### src/rtl/core_if_pc_gen.sv
// Fetch-stage PC generator: one outstanding imem request, static next-PC prediction, IF/ID slot.
// Optional return-address stack enabled by defining CORE_IF_RAS_EN.
module core_if_pc_gen #(
   parameter logic [31:0] RESET_PC  = 32'h8000_0000,
   parameter int unsigned RAS_DEPTH = 4
) (
   input  logic        clk,
   input  logic        rst,
   output logic        o_ireq_valid,
   output logic [31:0] o_ireq_addr,
   input  logic        i_ireq_ready,
   input  logic        i_irsp_valid,
   input  logic [31:0] i_irsp_inst,
   output logic [31:0] o_pd_inst,
   input  logic        i_pd_flag_jal,
   input  logic        i_pd_flag_jalr,
   input  logic        i_pd_flag_branch,
   input  logic [31:0] i_pd_bj_imm,
   output logic        o_if_valid,
   input  logic        i_if_ready,
   output logic [31:0] o_if_pc,
   output logic [31:0] o_if_inst,
   output logic        o_if_pred_taken,
   output logic [31:0] o_if_pred_pc,
   input  logic        i_flush,
   input  logic [31:0] i_flush_pc
);

   typedef enum logic [1:0] {S_REQ, S_WAIT, S_DROP} state_t;

   state_t      r_state;
   logic [31:0] r_pc;
   logic        r_if_valid;
   logic [31:0] r_if_pc;
   logic [31:0] r_if_inst;
   logic        r_if_pred_taken;
   logic [31:0] r_if_pred_pc;

   logic        w_free;
   logic        w_ireq_valid;
   logic        w_accept;
   logic        w_load;
   logic [31:0] w_pc4;
   logic [31:0] w_tgt;
   logic        w_pred_taken;
   logic [31:0] w_pred_pc;
   logic        w_ras_hit;
   logic [31:0] w_ras_top_val;

   assign w_free       = !r_if_valid || i_if_ready;
   assign w_ireq_valid = !rst && (r_state == S_REQ) && w_free;
   assign w_accept     = w_ireq_valid && i_ireq_ready;
   assign w_load       = (r_state == S_WAIT) && i_irsp_valid && !i_flush;
   assign w_pc4        = r_pc + 32'd4;
   assign w_tgt        = r_pc + i_pd_bj_imm;

   assign o_ireq_valid    = w_ireq_valid;
   assign o_ireq_addr     = w_ireq_valid ? {r_pc[31:2], 2'b00} : '0;
   assign o_pd_inst       = i_irsp_inst;
   assign o_if_valid      = r_if_valid;
   assign o_if_pc         = r_if_pc;
   assign o_if_inst       = r_if_inst;
   assign o_if_pred_taken = r_if_pred_taken;
   assign o_if_pred_pc    = r_if_pred_pc;

   always_comb begin
      w_pred_taken = 1'b0;
      w_pred_pc    = w_pc4;
      if (i_pd_flag_jal) begin
         w_pred_taken = 1'b1;
         w_pred_pc    = w_tgt;
      end else if (i_pd_flag_jalr) begin
         if (w_ras_hit) begin
            w_pred_taken = 1'b1;
            w_pred_pc    = w_ras_top_val;
         end
      end else if (i_pd_flag_branch && i_pd_bj_imm[31]) begin
         w_pred_taken = 1'b1;
         w_pred_pc    = w_tgt;
      end
   end

`ifdef CORE_IF_RAS_EN
   localparam int unsigned PW = (RAS_DEPTH > 1) ? $clog2(RAS_DEPTH) : 1;
   localparam logic [PW-1:0] TOP_MAX = PW'(RAS_DEPTH - 1);
   localparam logic [PW:0]   CNT_MAX = (PW+1)'(RAS_DEPTH);

   logic [31:0]   r_ras [RAS_DEPTH];
   logic [PW-1:0] r_ras_top;
   logic [PW:0]   r_ras_cnt;
   logic          w_rd_link;
   logic          w_rs1_link;
   logic          w_push;
   logic          w_pop;
   logic [PW-1:0] w_top_inc;
   logic [PW-1:0] w_top_dec;

   assign w_rd_link     = (i_irsp_inst[11:7] == 5'd1) || (i_irsp_inst[11:7] == 5'd5);
   assign w_rs1_link    = (i_irsp_inst[19:15] == 5'd1) || (i_irsp_inst[19:15] == 5'd5);
   assign w_push        = (i_pd_flag_jal || i_pd_flag_jalr) && w_rd_link;
   assign w_pop         = i_pd_flag_jalr && (i_irsp_inst[11:7] == 5'd0) && w_rs1_link &&
                          (i_pd_bj_imm == 32'd0);
   assign w_ras_hit     = w_pop && (r_ras_cnt != '0);
   assign w_ras_top_val = r_ras[r_ras_top];
   assign w_top_inc     = (r_ras_top == TOP_MAX) ? '0 : r_ras_top + 1'b1;
   assign w_top_dec     = (r_ras_top == '0) ? TOP_MAX : r_ras_top - 1'b1;

   // Pop-then-push collapses to overwriting the current top in place.
   always_ff @(posedge clk) begin
      if (rst) begin
         r_ras_top <= '0;
         r_ras_cnt <= '0;
      end else if (w_load) begin
         if (w_ras_hit && w_push) begin
            r_ras[r_ras_top] <= w_pc4;
         end else if (w_ras_hit) begin
            r_ras_top <= w_top_dec;
            r_ras_cnt <= r_ras_cnt - 1'b1;
         end else if (w_push) begin
            r_ras[w_top_inc] <= w_pc4;
            r_ras_top        <= w_top_inc;
            if (r_ras_cnt != CNT_MAX) r_ras_cnt <= r_ras_cnt + 1'b1;
         end
      end
   end
`else
   logic w_unused;
   assign w_ras_hit     = 1'b0;
   assign w_ras_top_val = '0;
   assign w_unused      = (RAS_DEPTH == 0);
`endif

   always_ff @(posedge clk) begin
      if (rst) begin
         r_state         <= S_REQ;
         r_pc            <= RESET_PC;
         r_if_valid      <= 1'b0;
         r_if_pc         <= '0;
         r_if_inst       <= '0;
         r_if_pred_taken <= 1'b0;
         r_if_pred_pc    <= '0;
      end else if (i_flush) begin
         r_pc       <= i_flush_pc;
         r_if_valid <= 1'b0;
         if ((r_state == S_WAIT) || (r_state == S_DROP) || w_accept) r_state <= S_DROP;
         else r_state <= S_REQ;
      end else begin
         if (r_if_valid && i_if_ready) r_if_valid <= 1'b0;
         case (r_state)
            S_REQ: begin
               if (w_accept) r_state <= S_WAIT;
            end
            S_WAIT: begin
               if (i_irsp_valid) begin
                  r_if_valid      <= 1'b1;
                  r_if_pc         <= r_pc;
                  r_if_inst       <= i_irsp_inst;
                  r_if_pred_taken <= w_pred_taken;
                  r_if_pred_pc    <= w_pred_pc;
                  r_pc            <= w_pred_pc;
                  r_state         <= S_REQ;
               end
            end
            S_DROP: begin
               if (i_irsp_valid) r_state <= S_REQ;
            end
            default: r_state <= S_REQ;
         endcase
      end
   end

endmodule

### config.mk
export PLATFORM = sky130hd
export DESIGN_NAME = core_if_pc_gen
export DESIGN_NICKNAME = d
export VERILOG_FILES = /design/src/rtl/core_if_pc_gen.sv
export SDC_FILE = /design/constraint.sdc
export NUM_CORES = 1
export LEC_CHECK = 0
export ABC_AREA = 1
export BUFFER_PORTS_ARGS = -buffer_cell sky130_fd_sc_hd__buf_4
export CORE_UTILIZATION = 35
export CTS_BUF_LIST = sky130_fd_sc_hd__clkbuf_4 sky130_fd_sc_hd__clkbuf_8
export DETAILED_ROUTE_END_ITERATION = 16
export GPL_ROUTABILITY_DRIVEN = 0
export PLACE_DENSITY = 0.73
export SYNTH_ARGS = -nofsm -noshare
export SYNTH_HDL_FRONTEND = slang
export SYNTH_SLANG_ARGS = --single-unit
### constraint.sdc
create_clock -name clk -period 2.06 [get_ports clk]
set_input_delay 0.618 -clock clk [delete_from_list [all_inputs] [get_ports clk]]
set_output_delay 0.618 -clock clk [all_outputs]
set_load 0.01 [all_outputs]
==> results of run 1 <==
-- layout make-up --
class                           instances  area (um^2)
Clock inverter                         13          169
Multi-Input combinational cell        965         5430
Fill cell                            2167        10600
Sequential cell                       132         2680
Inverter                              166          628
Clock buffer                           19          255
Tap cell                              319          399
Timing Repair Buffer                  418         3350
-- registers in the layout, summed over array words and instances (netlist names) --
signal	flops
o_if_valid	1
r_state	2
o_if_inst	32
o_if_pred_pc	32
o_if_pred_taken	1
r_pc	32
o_if_pc	32
-- Yosys cell counts (all sizes together), types with 3 or more instances --
master    n  area (um^2)
a21o      3         22.5
a21oi   120          601
a31oi    15         93.8
buf      47          324
clkbuf   36          135
dfxtp   132         2640
ha       34          425
inv     165          619
nand2   327         1230
nand3    79          405
nand4    23          150
nor2    187          717
nor3     21          121
nor4      6         37.5
o211ai   11         82.6
o21a      3         22.5
o21ai   111          556
o21bai    7         52.6
or2       4         25.0
xnor2     3         26.3
xor2      4         35.0
-- repair_timing --
action | 4_1_cts | 5_1_grt
endpoints found under the setup margin | 50 | 82
buffers inserted | 2 | 5
gates resized for setup | 45 | 143
pin swaps | 4 | 17
gates cloned | 1 | 0
endpoints found under the hold margin | 0 | 0
-- kinds of logic after synthesis --
logic type	synth area share, %
compound gates	17.2
fa+ha+maj	5.31
simple gates	32.2
flops	31.5
buf+inv	13.0
other cells	0.0447
xor+xnor	0.730
-- worst max-delay path by stage --
stage / cells after the start / slack, ps / from / to
final: 8 / -300 / r_state[1]$_SDFFE_PP0P_ / o_ireq_addr[24]
after global routing: 8 / -410 / r_state[1]$_SDFFE_PP0P_ / o_ireq_addr[28]
after CTS: 8 / -330 / r_state[1]$_SDFFE_PP0P_ / o_ireq_addr[23]
after detailed placement: 13 / -470 / i_pd_bj_imm[17] / o_if_pred_pc[28]$_SDFFE_PP0P_
after global placement: 13 / -430 / i_pd_bj_imm[0] / r_pc[10]$_SDFFE_PP0P_
after floorplan: 14 / -9 / i_pd_bj_imm[0] / r_pc[26]$_SDFFE_PP0P_
-- metal layers --
metal	track usage (%)	part of all wire [%]	vias to the layer above
li1	-	-	5042
met5	0	0	-
met1	33.6	40	4795
met3	6.34	9.4	93
met2	46.5	47	538
met4	10.1	3.6	0
-- worst max-delay path: cells and delay by family (launching register included) --
family        cells  cell delay (ps)
buf+inv           5              510
flops             1              330
simple gates      2              300
fa+ha+maj         1              120
-- through the flow --
stage	instances	utilization (%)
floorplan	1347	-
global placement	1992	49.7
detailed placement	1992	49.7
CTS	2027	52.4
global route	2032	55.0
finish	2032	55.0
-- power breakdown --
| group | internal [mW] | total (mW) | leakage, nW | switching, mW |
|---|---|---|---|---|
| clock | 1.26 | 2.43 | 0.215 | 1.17 |
| sequential | 2.67 | 2.77 | 1.08 | 0.102 |
| combinational | 1.02 | 2.25 | 4.98 | 1.22 |
==> impl.org, run 1 <==
** Critical path
- Reg2reg path depth :: 12
- Critical path, cell by cell :: inv_2, ha_4, inv_2, nor3_4, inv_4, buf_12, nor2_2, buf_4
- The worst setup path is captured at a primary output.
- In this run the critical register-to-register path is captured at r_pc[9]$_SDFFE_PP0P_.
- Top fanout value on the critical path :: 17
- At the worst endpoint, the required time is 1440 ps.
- Source of the worst register-to-register timing path :: r_pc[2]$_SDFFE_PP0P_
- Startpoint-to-endpoint class of the critical path :: flip-flop to primary output
- Slowest library cell on the worst path :: dfxtp_2
- STA puts the critical path data arrival time at 1750 ps.
- Counting stages on the worst path, the most repeated cell is inv_2.
- Slowest Stage Delay on Critical Path :: ~330 ps
- Setup slack on the worst reg-to-reg path comes out at roughly 50 ps.
- STA classifies the critical path startpoint as a flip-flop.

** Worst hold path
- Hold crit path type :: input port to flip-flop
- Start point of the worst hold path :: i_irsp_inst[6]
- For hold timing, the worst endpoint is o_if_inst[6]$_SDFFE_PP0P_.
- Hold depth :: 3

** Global routing
- Global-route wire length before repair :: ~52000 um
- The initial antenna violation count was 0.
- For this run the aggregate overflow at the end of global routing stands at 0.
- Entering global routing, the biggest net connects 61 pins.
- Via count of the first global-routing pass :: 9802
- Global routing consumed, over all layers together, 27.4% of the routing resources.

** Finish
- Leading cell types in the layout, fill and taps excluded :: buf_4 (391), nand2_1 (297), inv_1 (158)
- Compared with the post-synthesis result, the final layout area differs by 53.9%.
- Cells with a size suffix above 1 make up 37.2% of the layout.
- NumNets Final :: 1840
- Leading cell type in the layout, fill and taps excluded :: buf_4
- Final Cell Area :: 12900 um^2
- The repair_antennas step left the layout with diodes totalling 0.

** Die
- In this run the count of I/O pins placed on the die edge is between 200 and 300.
- Starting utilization of the core area :: 35.8%
- Die width :: 157 um
- The floorplan step defined a core boundary enclosing about 23000 um^2.
- Die extent in y :: 157 um
- The die covers ~25000 um^2.
- Cell Rows :: 56

** Clock tree
- TritonCTS built the clock tree.
- The clock reaches the later pin of the worst-skew pair after 470 ps.
- Maximum clock insertion buffer count :: 2
- Reg clk slew, reported paths :: 90 ps
- Counting the buffers created by CTS gives 17.
- After clock tree synthesis, the flow added hold-fix buffers numbering 0.
- Root Driver :: clkbuf_8
- The clock drives 132 sinks.
- Number of levels the H-tree was split into :: 4

** Synth
- The synthesized netlist occupies a cell area of 8390 um^2.
- Count of distinct cell types in the synthesized netlist :: 39
- Synthesis warning total :: 0
- The share of the Yosys chip area taken by registers is about a third.
- Yosys mapped a number of flops with a built-in enable equal to 0.
- Most used DFF post-synth :: dfxtp_1
- The synthesized design contains 132 register bits.
- Avg Cell Area, Syn :: about 6.2 um^2
- Synth async-reset ratio :: 0%
- Synth Instances :: 1346

** Run status
- The run finished, with violations left.
- The final reports fail on setup timing.

** Routing
- Routed Wire Length :: 34900 um
- Before antenna repair, the detailed router went through 5 iterations.
- Number of vias after detailed routing :: around 10000
- Antenna Violating Nets Remaining :: 0
- After detailed routing, the number of remaining DRC violations is 0.
- Mean routed wirelength per cell :: 17.2 um
- The detailed router finished its first iteration with around 800 violations.
- Vias per cell :: around 5

** Pwr
- Summing internal, switching and leakage power gives 7.45 mW.
- For this design the static power due to leakage is 6.28 nW.
- Power spread over the standard cell area amounts to 577 nW/um^2.
- Maximum vdd ir drop :: 0.504 mV

** STA
- Clock period minus final worst setup slack :: 2360 ps
- Final hold violation count :: 0
- On the final layout, the worst hold slack is 382 ps.
- The number of max-slew violations in the final report came to 0.
- Transition time of the tightest slew-check pin :: 668 ps
- Adding up every negative setup slack in the final design gives -8470 ps.
- Setup clock skew after layout :: 21.5 ps
- Once routing completed, OpenROAD measured the worst setup slack at -304 ps.
- Final setup viols :: 31
- Post-route clock period utilization :: 115%
- Headroom to the max-slew limit came out at between 50% and 60%.
- Timing would allow up to 423 MHz.
- RSZ-0062 raised after global routing :: yes

** Place
- Placed wire-length estimate :: 26800 um
- Setup WS pre-CTS :: -469 ps
- After detailed placement, the total cell area comes to 11700 um^2.
- Port buffering added 265 buffers.

** Job
- Max cap viols :: 0
Power figures use the tool's default switching activity.
==> inputs of run 2 (changes only) <==
--- a/config.mk
+++ b/config.mk
@@ -7,11 +7,13 @@
 export LEC_CHECK = 0
 export ABC_AREA = 1
 export BUFFER_PORTS_ARGS = -buffer_cell sky130_fd_sc_hd__buf_4
-export CORE_UTILIZATION = 35
+export CELL_PAD_IN_SITES_DETAIL_PLACEMENT = 1
+export CELL_PAD_IN_SITES_GLOBAL_PLACEMENT = 1
+export CORE_UTILIZATION = 32
 export CTS_BUF_LIST = sky130_fd_sc_hd__clkbuf_4 sky130_fd_sc_hd__clkbuf_8
 export DETAILED_ROUTE_END_ITERATION = 16
 export GPL_ROUTABILITY_DRIVEN = 0
-export PLACE_DENSITY = 0.73
+export PLACE_DENSITY_LB_ADDON = 0.15
 export SYNTH_ARGS = -nofsm -noshare
 export SYNTH_HDL_FRONTEND = slang
 export SYNTH_SLANG_ARGS = --single-unit
==> run 2 against run 1 <==
  * The flow still finishes with violations (setup timing)
  * Fmax is 2.0% higher
  * Via count is essentially flat
  * Global-route usage increased by 0.87 points
  * Wire length grew 13%
  * Critical endpoint is now o_ireq_addr[14]
==> impl.org, run 2 (synthesized netlist as in run 1, its figures left out) <==
** Run status
- The flow ran to the end, but the final reports show violations.
- Violated checks :: setup timing

** STA
- The worst hold slack came to 382 ps (+0.800 ps).
- The final clock skew was 16.9 ps (-4.63 ps).
- The final sum of negative setup slack was -7180 ps (+1290 ps).
- The final number of hold-violating endpoints is 0 (unchanged).
- Final setup viols :: 31 (unchanged)
- Final critical-path setup slack :: -259 ps (+45.3 ps)
- The normalized max-slew margin came to 61.2% (+5.8 points).
- The slew at the pin closest to its max-slew limit was 581 ps (-86.8 ps).
- The final period demand of the worst path came to 2320 ps (-45.3 ps).
- Max Slew Vio Count :: 0 (unchanged)
- Setup repair after global routing could not meet its margin everywhere.
- Top achievable clock speed :: 431 MHz (+2.0%)
- The post-route clock period utilization is 113% (-2.2 points).

** Routing
- Sum of met3 wire segment lengths after detailed routing :: 2030 um (-38%)
- The number of remaining DRC errors came to 0 (unchanged).
- The highest layer touched by signal routing is met4.
- The detailed-route via count is 10500 (-0.067%).
- The wire length on met1 was 16400 um (+18%).
- The number of DRC markers after the initial detailed-route iteration was 512 (-36%).
- Vias per cell :: 5.09 (-1.2%)
- Routed Wire Length :: 39300 um (+13%)
- The routed length per placed instance came to 19.1 um (+11%).
- The detailed-router iteration count before antenna repair came to 5 (unchanged).
- WL met2 :: 19600 um (+19%)
- The number of nets still failing antenna checks after routing was 0 (unchanged).

** Clock tree
- The number of buffers created by CTS is 17 (unchanged).
- Root Driver :: clkbuf_8
- The clock input transition at the sequential cells of the worst setup and hold paths is 100 ps (about the same).
- Clock tree from TritonCTS :: built
- The clock latency of the later-clocked register in the worst-skew pair was 460 ps (about the same).
- Sinks on the clock net :: 132 (unchanged)
- Hold-fix buffers at CTS :: 0 (unchanged)
- The number of buffers between clock root and the deepest sink is 2 (unchanged).
- The number of H-tree levels came to 4 (unchanged).

** Die
- Die extent in y :: 164 um (+4.5%)
- Starting utilization of the core area :: 33.0% (-2.8 points)
- Number of ports placed on the die boundary :: 268 (unchanged)
- Core Box Area :: 25500 um^2 (+8.5%)
- Area of the die :: 26900 um^2 (+9.3%)
- Die width :: 164 um (+4.5%)
- The number of core rows was 58 (+3.6%).

** Finish
- The total inserted antenna cells was 0 (unchanged).
- Leaving out fill and tap cells, the most frequent cell in the layout is buf_4.
- Compared with the post-synthesis result, the final layout area differs by 57.1%.
- In the layout the commonest cells are buf_4 (411), nand2_1 (274), inv_1 (153).
- The fraction of final layout cells sized beyond drive strength 1 came to 40.8% (+3.6 points).
- The count of nets after finishing is 1853 (+0.71%).
- The post-route non-filler standard cell count is 2056 (+1.2%).
- Number of fillers in the final layout :: 3312 (+53%)

** Critical path
- Register-to-Register Setup Slack :: 10 ps (-40 ps)
- Source of the worst register-to-register timing path :: r_pc[5]$_SDFFE_PP0P_
- The worst setup path is launched from a flip-flop.
- The endpoint identified for the worst register-to-register timing path is r_pc[8]$_SDFFE_PP0P_.
- Reg2reg path depth :: 10 (-2)
- The data arrival time of the critical path came to 1700 ps (-50 ps).
- Top fanout value on the critical path :: 17 (unchanged)
- The critical path data required time was 1440 ps (about the same).
- Endpoint class of the critical path :: primary output
- The setup path with the least slack is of type flip-flop to primary output.

** Pwr
- Total power density per cell area :: 555 nW/um^2 (-3.9%)
- The maximum VDD drop was 0.348 mV (-31%).
- The total leakage power came to 6.44 nW (+2.7%).
- The overall power was 7.31 mW (-1.9%).

** Place
- Number of input and output port buffers inserted :: 265 (unchanged)
- Setup WS pre-CTS :: -559 ps (-89.5 ps)
- The HPWL reported at the end of detailed placement is 30200 um (+13%).
- Dpl cells :: 2017 (+1.3%)

** Worst hold path
- Hold depth :: 3 (unchanged)
- Hold crit path type :: input port to flip-flop
- Min-Delay Endpoint :: o_if_inst[14]$_SDFFE_PP0P_
- Start point of the worst hold path :: i_irsp_inst[14]

** Global routing
- The wire length of the first global-routing pass is 57900 um (+12%).
- Number of antenna violations at the first check in global routing :: 0 (unchanged)
- The largest net degree at the start of global routing was 65 (+6.6%).
- Via count of the first global-routing pass :: 10500 (+7.2%)
- Overflow left after global routing :: 0 (unchanged)
- Aggregate global-route resource usage :: 28.3% (+0.87 points)

** Job
- Max cap viols :: 0 (unchanged)
## run 2: cell count changes in the layout (fill, tap and decap cells not counted), sizes merged
cell,previous run,this run
clkinv,4,5
buf,418,431
bufinv,3,0
clkinvlp,1,2
inv,171,174
clkbuf,19,17
## run 2: report_power, final
group	internal [mW]	leakage, nW	switching (mW)
logic	1.05	5.17	1.32
registers	2.66	1.08	0.0992
clock network	0.884	0.186	1.30
## run 2: worst max-delay path by stage
stage,slack (ps),depth (start not counted),end,startpoint
6_report,-260,8,o_ireq_addr[14],r_state[1]$_SDFFE_PP0P_
5_1_grt,-360,8,o_ireq_addr[14],r_state[1]$_SDFFE_PP0P_
4_1_cts,-280,8,o_ireq_addr[31],r_state[1]$_SDFFE_PP0P_
3_5_place_dp,-560,13,r_pc[27]$_SDFFE_PP0P_,i_pd_bj_imm[4]
3_3_place_gp,-520,13,o_if_pred_pc[27]$_SDFFE_PP0P_,i_pd_bj_imm[4]
2_1_floorplan,-9,14,r_pc[26]$_SDFFE_PP0P_,i_pd_bj_imm[0]
## run 2: area by class of cell
class / instances / area, um^2 / share of cell area (%)
flip-flops and latches: 132 / 2690 / 20.4
inverters: 166 / 626 / 4.75
multi-input cells: 965 / 5670 / 43.0
repair buffers: 431 / 3420 / 25.9
well taps: 330 / 413 / 3.13
clock buffers: 17 / 234 / 1.77
clock inverters: 15 / 136 / 1.03
## run 2: critical path: stages, from the launching register on
cell and delay [ps]:
dfxtp_2 350, inv_2 80, ha_4 120, inv_2 40
nor3_4 170, inv_2 90, buf_12 170, nor2_2 90
buf_4 130
## run 2: stage by stage
stage,cell area [um^2],util [%]
3_3_place_gp,11800,46.4
3_5_place_dp,11800,46.4
5_1_grt,13200,51.8
2_1_floorplan,8540,-
6_report,13200,51.8
4_1_cts,12400,48.6
## run 2: what timing repair did
item / in CTS / in global routing
pin swaps: 5 / 40
setup buffers: 2 / 5
gates resized for setup: 47 / 192
endpoints found under the setup margin: 74 / 83
## run 2: per-layer routing
layer | GRT usage, % | vias up
li1 | - | 5059
met1 | 34.1 | 5037
met2 | 49.9 | 308
met3 | 5.05 | 57
met4 | 10.6 | 0
met5 | 0 | -
